## config.mk

```make
export PLATFORM = sky130hd
export DESIGN_NAME = riscv_dmem_apb
export DESIGN_NICKNAME = d
export VERILOG_FILES = /design/src/rtl/riscv_dmem_pkg.sv /design/src/rtl/riscv_dmem_lane.sv /design/src/rtl/riscv_dmem_apb.sv
export SDC_FILE = /design/constraint.sdc
export NUM_CORES = 1
export LEC_CHECK = 0
export BUFFER_PORTS_ARGS = -buffer_cell sky130_fd_sc_hd__clkbuf_2
export CORE_UTILIZATION = 38
export CTS_CLUSTER_SIZE = 30
export DETAILED_ROUTE_END_ITERATION = 16
export GPL_TIMING_DRIVEN = 0
export PLACE_DENSITY = 0.68
export SYNTH_ARGS = -nofsm -noshare
export SYNTH_HDL_FRONTEND = slang
export SYNTH_SLANG_ARGS = --single-unit
```

## constraint.sdc

```tcl
create_clock -name clk -period 2.85 [get_ports clk]
set_input_delay 0.1425 -clock clk [delete_from_list [all_inputs] [get_ports clk]]
set_output_delay 0.1425 -clock clk [all_outputs]
set_load 0.01 [all_outputs]
```

## src/rtl/riscv_dmem_pkg.sv

```systemverilog
`default_nettype none
// ============================================================================
//  Module      : riscv_dmem_pkg
//  Description : Shared types and helpers for the RISC-V data-memory APB
//                master: FSM state encoding, access-size encoding and the
//                byte-strobe mask helper.
//  Revision    : 1.0 - initial release
// ============================================================================
package riscv_dmem_pkg;

    typedef enum logic [1:0] {
        ST_IDLE   = 2'd0,
        ST_SETUP  = 2'd1,
        ST_ACCESS = 2'd2,
        ST_RESP   = 2'd3
    } dmem_state_t;

    typedef enum logic [1:0] {
        SZ_B = 2'd0,
        SZ_H = 2'd1,
        SZ_W = 2'd2,
        SZ_D = 2'd3
    } dmem_size_t;

    // Widest strobe vector supported (DATA_W = 64).
    localparam int c_STRB_MAX_W = 8;

    // Strobe mask for an access of the given size starting at byte lane
    // 'lane'. Callers truncate to their own strobe width.
    function automatic logic [c_STRB_MAX_W-1:0] dmem_strb_mask(
        input dmem_size_t size,
        input logic [2:0] lane
    );
        logic [c_STRB_MAX_W-1:0] v_mask;
        case (size)
            SZ_B:    v_mask = 8'h01;
            SZ_H:    v_mask = 8'h03;
            SZ_W:    v_mask = 8'h0F;
            default: v_mask = 8'hFF;
        endcase
        return v_mask << lane;
    endfunction

endpackage
`default_nettype wire

```

## src/rtl/riscv_dmem_lane.sv

```systemverilog
`default_nettype none
// ============================================================================
//  Module      : riscv_dmem_lane
//  Description : Combinational byte-lane logic. Replicates store data across
//                all lanes, builds byte strobes, and extracts / extends load
//                data from the addressed lane.
//  Ports       : lane_i   - byte lane within the bus word
//                size_i   - access size (byte/half/word/double)
//                uns_i    - 1 zero-extends loads, 0 sign-extends
//                wdata_i  - right-justified store data
//                prdata_i - raw bus read data
//                pwdata_o - lane-steered store data
//                pstrb_o  - byte strobes
//                ldata_o  - aligned, extended load data
//  Revision    : 1.0 - initial release
// ============================================================================
module riscv_dmem_lane
    import riscv_dmem_pkg::*;
#(
    parameter int DATA_W = 32
) (
    input  logic [$clog2(DATA_W/8)-1:0] lane_i,
    input  dmem_size_t                  size_i,
    input  logic                        uns_i,
    input  logic [DATA_W-1:0]           wdata_i,
    input  logic [DATA_W-1:0]           prdata_i,
    output logic [DATA_W-1:0]           pwdata_o,
    output logic [DATA_W/8-1:0]         pstrb_o,
    output logic [DATA_W-1:0]           ldata_o
);

    logic [c_STRB_MAX_W-1:0] w_mask;
    logic [DATA_W-1:0]       w_shift;

    // Replicating the low bits across every lane means the slave sees the
    // correct byte whatever lane the strobes select.
    always_comb begin
        pwdata_o = wdata_i;
        case (size_i)
            SZ_B:    pwdata_o = {(DATA_W/8){wdata_i[7:0]}};
            SZ_H:    pwdata_o = {(DATA_W/16){wdata_i[15:0]}};
            SZ_W:    pwdata_o = {(DATA_W/32){wdata_i[31:0]}};
            default: pwdata_o = wdata_i;
        endcase
    end

    assign w_mask  = dmem_strb_mask(size_i, 3'(lane_i));
    assign pstrb_o = w_mask[DATA_W/8-1:0];

    assign w_shift = prdata_i >> {lane_i, 3'b000};

    // A size cast of a signed operand sign-extends, of an unsigned operand
    // zero-extends; this avoids zero-width replications when DATA_W = 32.
    always_comb begin
        ldata_o = w_shift;
        case (size_i)
            SZ_B: ldata_o = uns_i ? DATA_W'(w_shift[7:0])
                                  : DATA_W'($signed(w_shift[7:0]));
            SZ_H: ldata_o = uns_i ? DATA_W'(w_shift[15:0])
                                  : DATA_W'($signed(w_shift[15:0]));
            SZ_W: ldata_o = uns_i ? DATA_W'(w_shift[31:0])
                                  : DATA_W'($signed(w_shift[31:0]));
            default: ldata_o = w_shift;
        endcase
    end

endmodule
`default_nettype wire

```

## src/rtl/riscv_dmem_apb.sv

```systemverilog
`default_nettype none
// ============================================================================
//  Module      : riscv_dmem_apb
//  Description : APB4 master for the core's data-memory port. Registers one
//                load/store per valid/ready handshake, drives a SETUP/ACCESS
//                APB transfer and returns a registered done/err pulse with
//                aligned, extended load data. Misaligned requests complete
//                with an error and no bus transfer.
//  Ports       : ex_dmem_*  - request from execute stage (valid/ready)
//                p*         - APB4 master interface
//                dmem_*     - registered completion (data, done, err)
//  Options     : DMEM_APB_TIMEOUT_EN - abort ACCESS after TIMEOUT_CYCLES
//                cycles with pready_i low.
//  Revision    : 1.0 - initial release
// ============================================================================
module riscv_dmem_apb
    import riscv_dmem_pkg::*;
#(
    parameter int ADDR_W         = 32,
    parameter int DATA_W         = 32,
    parameter int TIMEOUT_CYCLES = 16
) (
    input  logic                clk,
    input  logic                reset,
    input  logic                ex_dmem_valid_i,
    output logic                ex_dmem_ready_o,
    input  logic [ADDR_W-1:0]   ex_dmem_addr_i,
    input  logic [DATA_W-1:0]   ex_dmem_wdata_i,
    input  logic                ex_dmem_wnr_i,
    input  logic [1:0]          ex_dmem_size_i,
    input  logic                ex_dmem_uns_i,
    output logic                psel_o,
    output logic                penable_o,
    output logic                pwrite_o,
    output logic [ADDR_W-1:0]   paddr_o,
    output logic [DATA_W-1:0]   pwdata_o,
    output logic [DATA_W/8-1:0] pstrb_o,
    output logic [2:0]          pprot_o,
    input  logic                pready_i,
    input  logic                pslverr_i,
    input  logic [DATA_W-1:0]   prdata_i,
    output logic [DATA_W-1:0]   dmem_data_o,
    output logic                dmem_done_o,
    output logic                dmem_err_o
);

    localparam int                c_LANE_W    = $clog2(DATA_W/8);
    localparam logic [ADDR_W-1:0] c_LANE_MASK = ADDR_W'(DATA_W/8-1);

    dmem_state_t         r_state, w_state_nxt;
    logic [ADDR_W-1:0]   r_addr;
    logic [DATA_W-1:0]   r_wdata;
    logic                r_wnr;
    dmem_size_t          r_size;
    logic                r_uns;
    logic                r_done;
    logic                r_err;
    logic [DATA_W-1:0]   r_data;

    logic                w_accept;
    logic                w_bad;
    logic [2:0]          w_align_mask;
    logic                w_timeout;
    logic [DATA_W-1:0]   w_pwdata;
    logic [DATA_W-1:0]   w_ldata;
    logic [DATA_W/8-1:0] w_strb;

    assign w_accept = ex_dmem_valid_i && (r_state == ST_IDLE);

    // Misaligned when any address bit below the access size is set;
    // doublewords cannot be carried on a 32-bit bus at all.
    always_comb begin
        case (ex_dmem_size_i)
            2'd0:    w_align_mask = 3'b000;
            2'd1:    w_align_mask = 3'b001;
            2'd2:    w_align_mask = 3'b011;
            default: w_align_mask = 3'b111;
        endcase
        w_bad = (|(ex_dmem_addr_i[2:0] & w_align_mask)) ||
                ((ex_dmem_size_i == 2'd3) && (DATA_W == 32));
    end

`ifdef DMEM_APB_TIMEOUT_EN
    localparam int                 c_TMO_W    = $clog2(TIMEOUT_CYCLES + 1);
    localparam logic [c_TMO_W-1:0] c_TMO_LAST = c_TMO_W'(TIMEOUT_CYCLES - 1);

    logic [c_TMO_W-1:0] r_tmo;

    // Cleared in SETUP so it starts at zero on the first ACCESS cycle.
    always_ff @(posedge clk or posedge reset) begin
        if (reset) begin
            r_tmo <= '0;
        end else if (r_state == ST_SETUP) begin
            r_tmo <= '0;
        end else if ((r_state == ST_ACCESS) && !pready_i) begin
            r_tmo <= r_tmo + 1'b1;
        end
    end

    // This cycle would be the TIMEOUT_CYCLES-th wait; pready_i takes priority.
    assign w_timeout = (r_state == ST_ACCESS) && !pready_i && (r_tmo == c_TMO_LAST);
`else
    assign w_timeout = 1'b0;
`endif

    // State register
    always_ff @(posedge clk or posedge reset) begin
        if (reset) begin
            r_state <= ST_IDLE;
        end else begin
            r_state <= w_state_nxt;
        end
    end

    // Next state and APB control
    always_comb begin
        w_state_nxt     = r_state;
        ex_dmem_ready_o = 1'b0;
        psel_o          = 1'b0;
        penable_o       = 1'b0;
        case (r_state)
            ST_IDLE: begin
                ex_dmem_ready_o = 1'b1;
                if (ex_dmem_valid_i) begin
                    w_state_nxt = w_bad ? ST_RESP : ST_SETUP;
                end
            end
            ST_SETUP: begin
                psel_o      = 1'b1;
                w_state_nxt = ST_ACCESS;
            end
            ST_ACCESS: begin
                psel_o    = 1'b1;
                penable_o = 1'b1;
                if (pready_i || w_timeout) begin
                    w_state_nxt = ST_RESP;
                end
            end
            ST_RESP: begin
                w_state_nxt = ST_IDLE;
            end
            default: begin
                w_state_nxt = ST_IDLE;
            end
        endcase
    end

    // Request capture and response registers
    always_ff @(posedge clk or posedge reset) begin
        if (reset) begin
            r_addr  <= '0;
            r_wdata <= '0;
            r_wnr   <= 1'b0;
            r_size  <= SZ_B;
            r_uns   <= 1'b0;
            r_done  <= 1'b0;
            r_err   <= 1'b0;
            r_data  <= '0;
        end else begin
            r_done <= (w_state_nxt == ST_RESP);
            if (w_accept) begin
                r_addr  <= ex_dmem_addr_i;
                r_wdata <= ex_dmem_wdata_i;
                r_wnr   <= ex_dmem_wnr_i;
                r_size  <= dmem_size_t'(ex_dmem_size_i);
                r_uns   <= ex_dmem_uns_i;
                r_err   <= w_bad;
                if (w_bad) begin
                    r_data <= '0;
                end
            end else if (r_state == ST_ACCESS) begin
                if (pready_i) begin
                    r_err <= pslverr_i;
                    if (pslverr_i) begin
                        r_data <= '0;
                    end else if (!r_wnr) begin
                        r_data <= w_ldata;
                    end
                end else if (w_timeout) begin
                    r_err  <= 1'b1;
                    r_data <= '0;
                end
            end else if (r_state == ST_RESP) begin
                r_err <= 1'b0;
            end
        end
    end

    riscv_dmem_lane #(
        .DATA_W (DATA_W)
    ) u_lane (
        .lane_i   (r_addr[c_LANE_W-1:0]),
        .size_i   (r_size),
        .uns_i    (r_uns),
        .wdata_i  (r_wdata),
        .prdata_i (prdata_i),
        .pwdata_o (w_pwdata),
        .pstrb_o  (w_strb),
        .ldata_o  (w_ldata)
    );

    assign paddr_o     = r_addr & ~c_LANE_MASK;
    assign pwdata_o    = w_pwdata;
    assign pstrb_o     = r_wnr ? w_strb : '0;
    assign pwrite_o    = r_wnr;
    assign pprot_o     = 3'b000;
    assign dmem_data_o = r_data;
    assign dmem_done_o = r_done;
    assign dmem_err_o  = r_err;

endmodule
`default_nettype wire
```

==> reports/metrics.csv <==
stage,metric,value,unit
outcome,outcome,"complete, no violations",
grt,vias in the first global route,4903,
clocking,worst skew pair latency,0.35,ns
layout,n_diodes,0,
floorplan,core area,13400,um^2
synthesis,Cell variety after synth,41,
layout,footprint of the multi-input gates,2180,um^2
synthesis,"EDFF count, synth",0,
placed_design,post-DP HPWL,10800,um
detailed_routing,"wirelength, routed",15200,um
clocking,Num CTS Buffers,9,
layout,nets@finish,972,
power_and_ir_drop,Power Total,7.66,mW
synthesis,register area share after synthesis,0.494,
timing,RSZ-0062 raised after global routing,no,
run,Max Cap Violations,0,
critical_path,critical path class,flop to primary output,
layout,Reg area,2600,um^2
detailed_routing,first drt pass iteration count,5,
timing,Clock Skews,0.0123,ns
timing,final setup fails,0,
detailed_routing,DRT iter0 DRCs,229,
grt,first-pass GRT wire length,24700,um
power_and_ir_drop,Logic pwr share,0.509,
grt,initial antenna violation count,0,
timing,Slew @ Worst Pin,0.772,ns
synthesis,YS warnings,0,
power_and_ir_drop,Psw,3.07,mW
critical_path,Critical Path AT,2.36,ns
critical_path,CP endpoint kind,primary output,
placed_design,IO buf count,208,
critical_path,"critical path, cell by cell",clkbuf_1 -> buf_2 -> clkbuf_1 -> nor2_1 -> nor3b_1 -> clkbuf_2,
floorplan,row cnt,42,
timing,Slew Limit Headroom,0.484,
grt,global route total overflow,0,
clocking,# resized after CTS,0,
critical_path,crit path launch type,flop,
clocking,clock buffer depth,2,
layout,# fillers,1211,
clocking,CTS root buffer,clkbuf_16,
synthesis,Gate Count Post-Synth,572,
critical_path,Critical Path RT,2.71,ns
power_and_ir_drop,sequential power share,0.329,
synthesis,top cell type's share of synthesized area,0.494,
timing,Max Clock Freq,400,MHz
timing,Final period util,0.878,
synthesis,Syn Std Cell Area,5270,um^2
detailed_routing,Final ANT Viol Nets,0,
detailed_routing,vias per inst,4.70,
power_and_ir_drop,Pleak,4.11,nW
critical_path,Critical Path Fanout Max,10,
layout,Layout area overhead,43.2,%
timing,Fin Setup TNS,0,ns
timing,Max Slew Vio Count,0,
layout,share of layout cells above drive strength 1,0.331,
min_path,Hold WC Path Type,input pin to flop,
timing,final hold vios,0,
clocking,clock transition at the registers of the reported paths,0.07,ns
critical_path,Worst path slowest cell,clkbuf_1,
clocking,CTS tree,done,
power_and_ir_drop,pwr/cell area,1020,nW/um^2
detailed_routing,mean routed wirelength per cell,14.6,um
floorplan,DIE HEIGHT,120,um
placed_design,Placer Congestion,0.819,
synthesis,commonest register cell after synthesis,dfrtp_1,
detailed_routing,DRC viols,0,
power_and_ir_drop,Max IR drop VDD,0.575,mV
grt,pin count of the biggest net entering global routing,40,
power_and_ir_drop,Power Internal,4.59,mW
timing,final worst path period need,2.50,ns
synthesis,Synth Area per Inst,9.22,um^2
floorplan,Die Area,14300,um^2
power_and_ir_drop,Sw Ratio,0.400,
power_and_ir_drop,clock network fraction of total power,0.162,
floorplan,num ports,214,
floorplan,Die Width,120,um
clocking,H-tree lvl count,3,
detailed_routing,vias,4897,
synthesis,Area contributors post-synth,"dfrtp_1, nand2_1, buf_4, mux2i_1, mux2_1",
synthesis,fraction of registers with async set/reset,1.00,
grt,total track usage,0.221,
floorplan,Starting Density,0.393,
critical_path,CP max stage delay,0.44,ns
synthesis,#FFs+latches synth,104,
synthesis,"area leader, netlist",dfrtp_1,
clocking,total clock sinks,104,
critical_path,CP most frequent cell,clkbuf_1,
-- state kept, by name, indices dropped and copies added (netlist names) --
name and count:
r_uns 1, pwrite_o 1, r_addr 32, dmem_done_o 1
r_size 2, dmem_data_o 32, r_state 2, dmem_err_o 1
r_wdata 32
-- layout by cell type (no fill, tap or decap), types with 2 or more instances in the layout --
cell / n
mux2_1: 17
o21ai_1: 10
nor3_1: 2
conb_1: 5
nand2_1: 217
o21ai_0: 3
buf_6: 2
inv_1: 3
buf_1: 10
clkinvlp_4: 2
a211o_1: 8
a221o_1: 8
a221oi_1: 7
dlygate4sd3_1: 66
mux2_2: 7
o2bb2ai_1: 15
a21oi_1: 15
buf_4: 43
clkbuf_16: 9
dfrtp_1: 104
clkbuf_1: 19
mux2i_1: 25
ha_1: 4
clkbuf_2: 208
clkinv_4: 2
nor2b_1: 2
nor3b_1: 3
buf_2: 6
nor2_1: 24
buf_12: 2
-- power by group through the flow --
| stage | combinational (mW) | sequential, mW | clock [mW] |
|---|---|---|---|
| finish | 3.90 | 2.52 | 1.25 |
| global route | 4.31 | 2.61 | 1.35 |
| CTS | 3.91 | 2.51 | 1.29 |
| detailed placement | 3.84 | 2.53 | 0 |
| global placement | 3.78 | 2.52 | 0 |
| floorplan | 2.48 | 2.52 | 0 |
-- path summary, 6_finish.rpt --
check / to / startpoint / cells after the start / slack, ns
setup / recovery: pstrb_o[1] / r_addr[0]$_DFFE_PP0P_ / 6 / 0.35
hold / removal: r_size[1]$_DFFE_PP0P_ / ex_dmem_size_i[1] / 3 / 0.02
setup reg to reg: dmem_data_o[25]$_DFFE_PP0P_ / r_state[1]$_DFF_PP0_ / 8 / 0.49
hold reg to reg: r_addr[19]$_DFFE_PP0P_ / r_addr[19]$_DFFE_PP0P_ / 2 / 0.47
max in group asynchronous: r_addr[18]$_DFFE_PP0P_ / reset / 4 / 1.75
min in group asynchronous: dmem_data_o[7]$_DFFE_PP0P_ / reset / 3 / 0.47
-- layer usage --
metal	wire (um)	track usage	up-vias
li1	-	-	2427
met1	6830	0.282	2297
met2	7420	0.375	154
met3	719	0.0513	19
met4	247	0.0602	0
met5	0	0	-
-- cell families (layout without fill, tap and decap cells) --
logic type / after synthesis / count (layout) / share of synthesized area
other cells: 1 / 5 / 0.000711
fa+ha+maj: 4 / 4 / 0.00949
xor+xnor: 1 / 1 / 0.00166
simple gates: 256 / 256 / 0.192
mux: 50 / 50 / 0.103
buf+inv: 84 / 375 / 0.0947
compound gates: 72 / 72 / 0.104
flops: 104 / 104 / 0.494
-- stage by stage --
stage	std cells	setup slack, ns	util	hold WS, ns	area [um^2]
floorplan	576	0.734	-	0.248	5290
global placement	960	0.504	0.489	0.334	6550
detailed placement	962	0.511	0.492	0.305	6590
CTS	1043	0.295	0.563	0.00990	7550
global route	1043	0.169	0.563	0.0139	7550
finish	1043	0.348	0.563	0.0237	7550
-- Yosys cell counts, drive strengths merged, types with 2 or more instances --
| cell type | n |
|---|---|
| nand2 | 217 |
| dfrtp | 104 |
| buf | 61 |
| mux2i | 25 |
| mux2 | 24 |
| nor2 | 24 |
| clkbuf | 18 |
| a21oi | 15 |
| o2bb2ai | 15 |
| o21ai | 13 |
| a211o | 8 |
| a221o | 8 |
| a221oi | 7 |
| inv | 5 |
| ha | 4 |
| nor3b | 3 |
| nor2b | 2 |
| nor3 | 2 |
-- what timing repair did --
action / CTS / global route
buffers inserted: 0 / 0
hold buffers: 66 / 0
endpoints found under the hold margin: 96 / 0
-- layout make-up --
cell class / instances / share of cell area
Sequential cell: 104 / 0.345
Multi-Input combinational cell: 388 / 0.289
Inverter: 5 / 0.00298
Clock buffer: 11 / 0.0322
Tap cell: 176 / 0.0292
Timing Repair Buffer: 276 / 0.231
Clock inverter: 4 / 0.00729
Buffer: 79 / 0.0636
-- critical path: cells and delay by family (launching register included) --
| kind | cells | cell delay (ns) |
|---|---|---|
| buffers and inverters | 4 | 1.29 |
| and+or+nand+nor | 2 | 0.40 |
| DFF | 1 | 0.32 |
No activity file was read; power rests on OpenSTA's default activity.
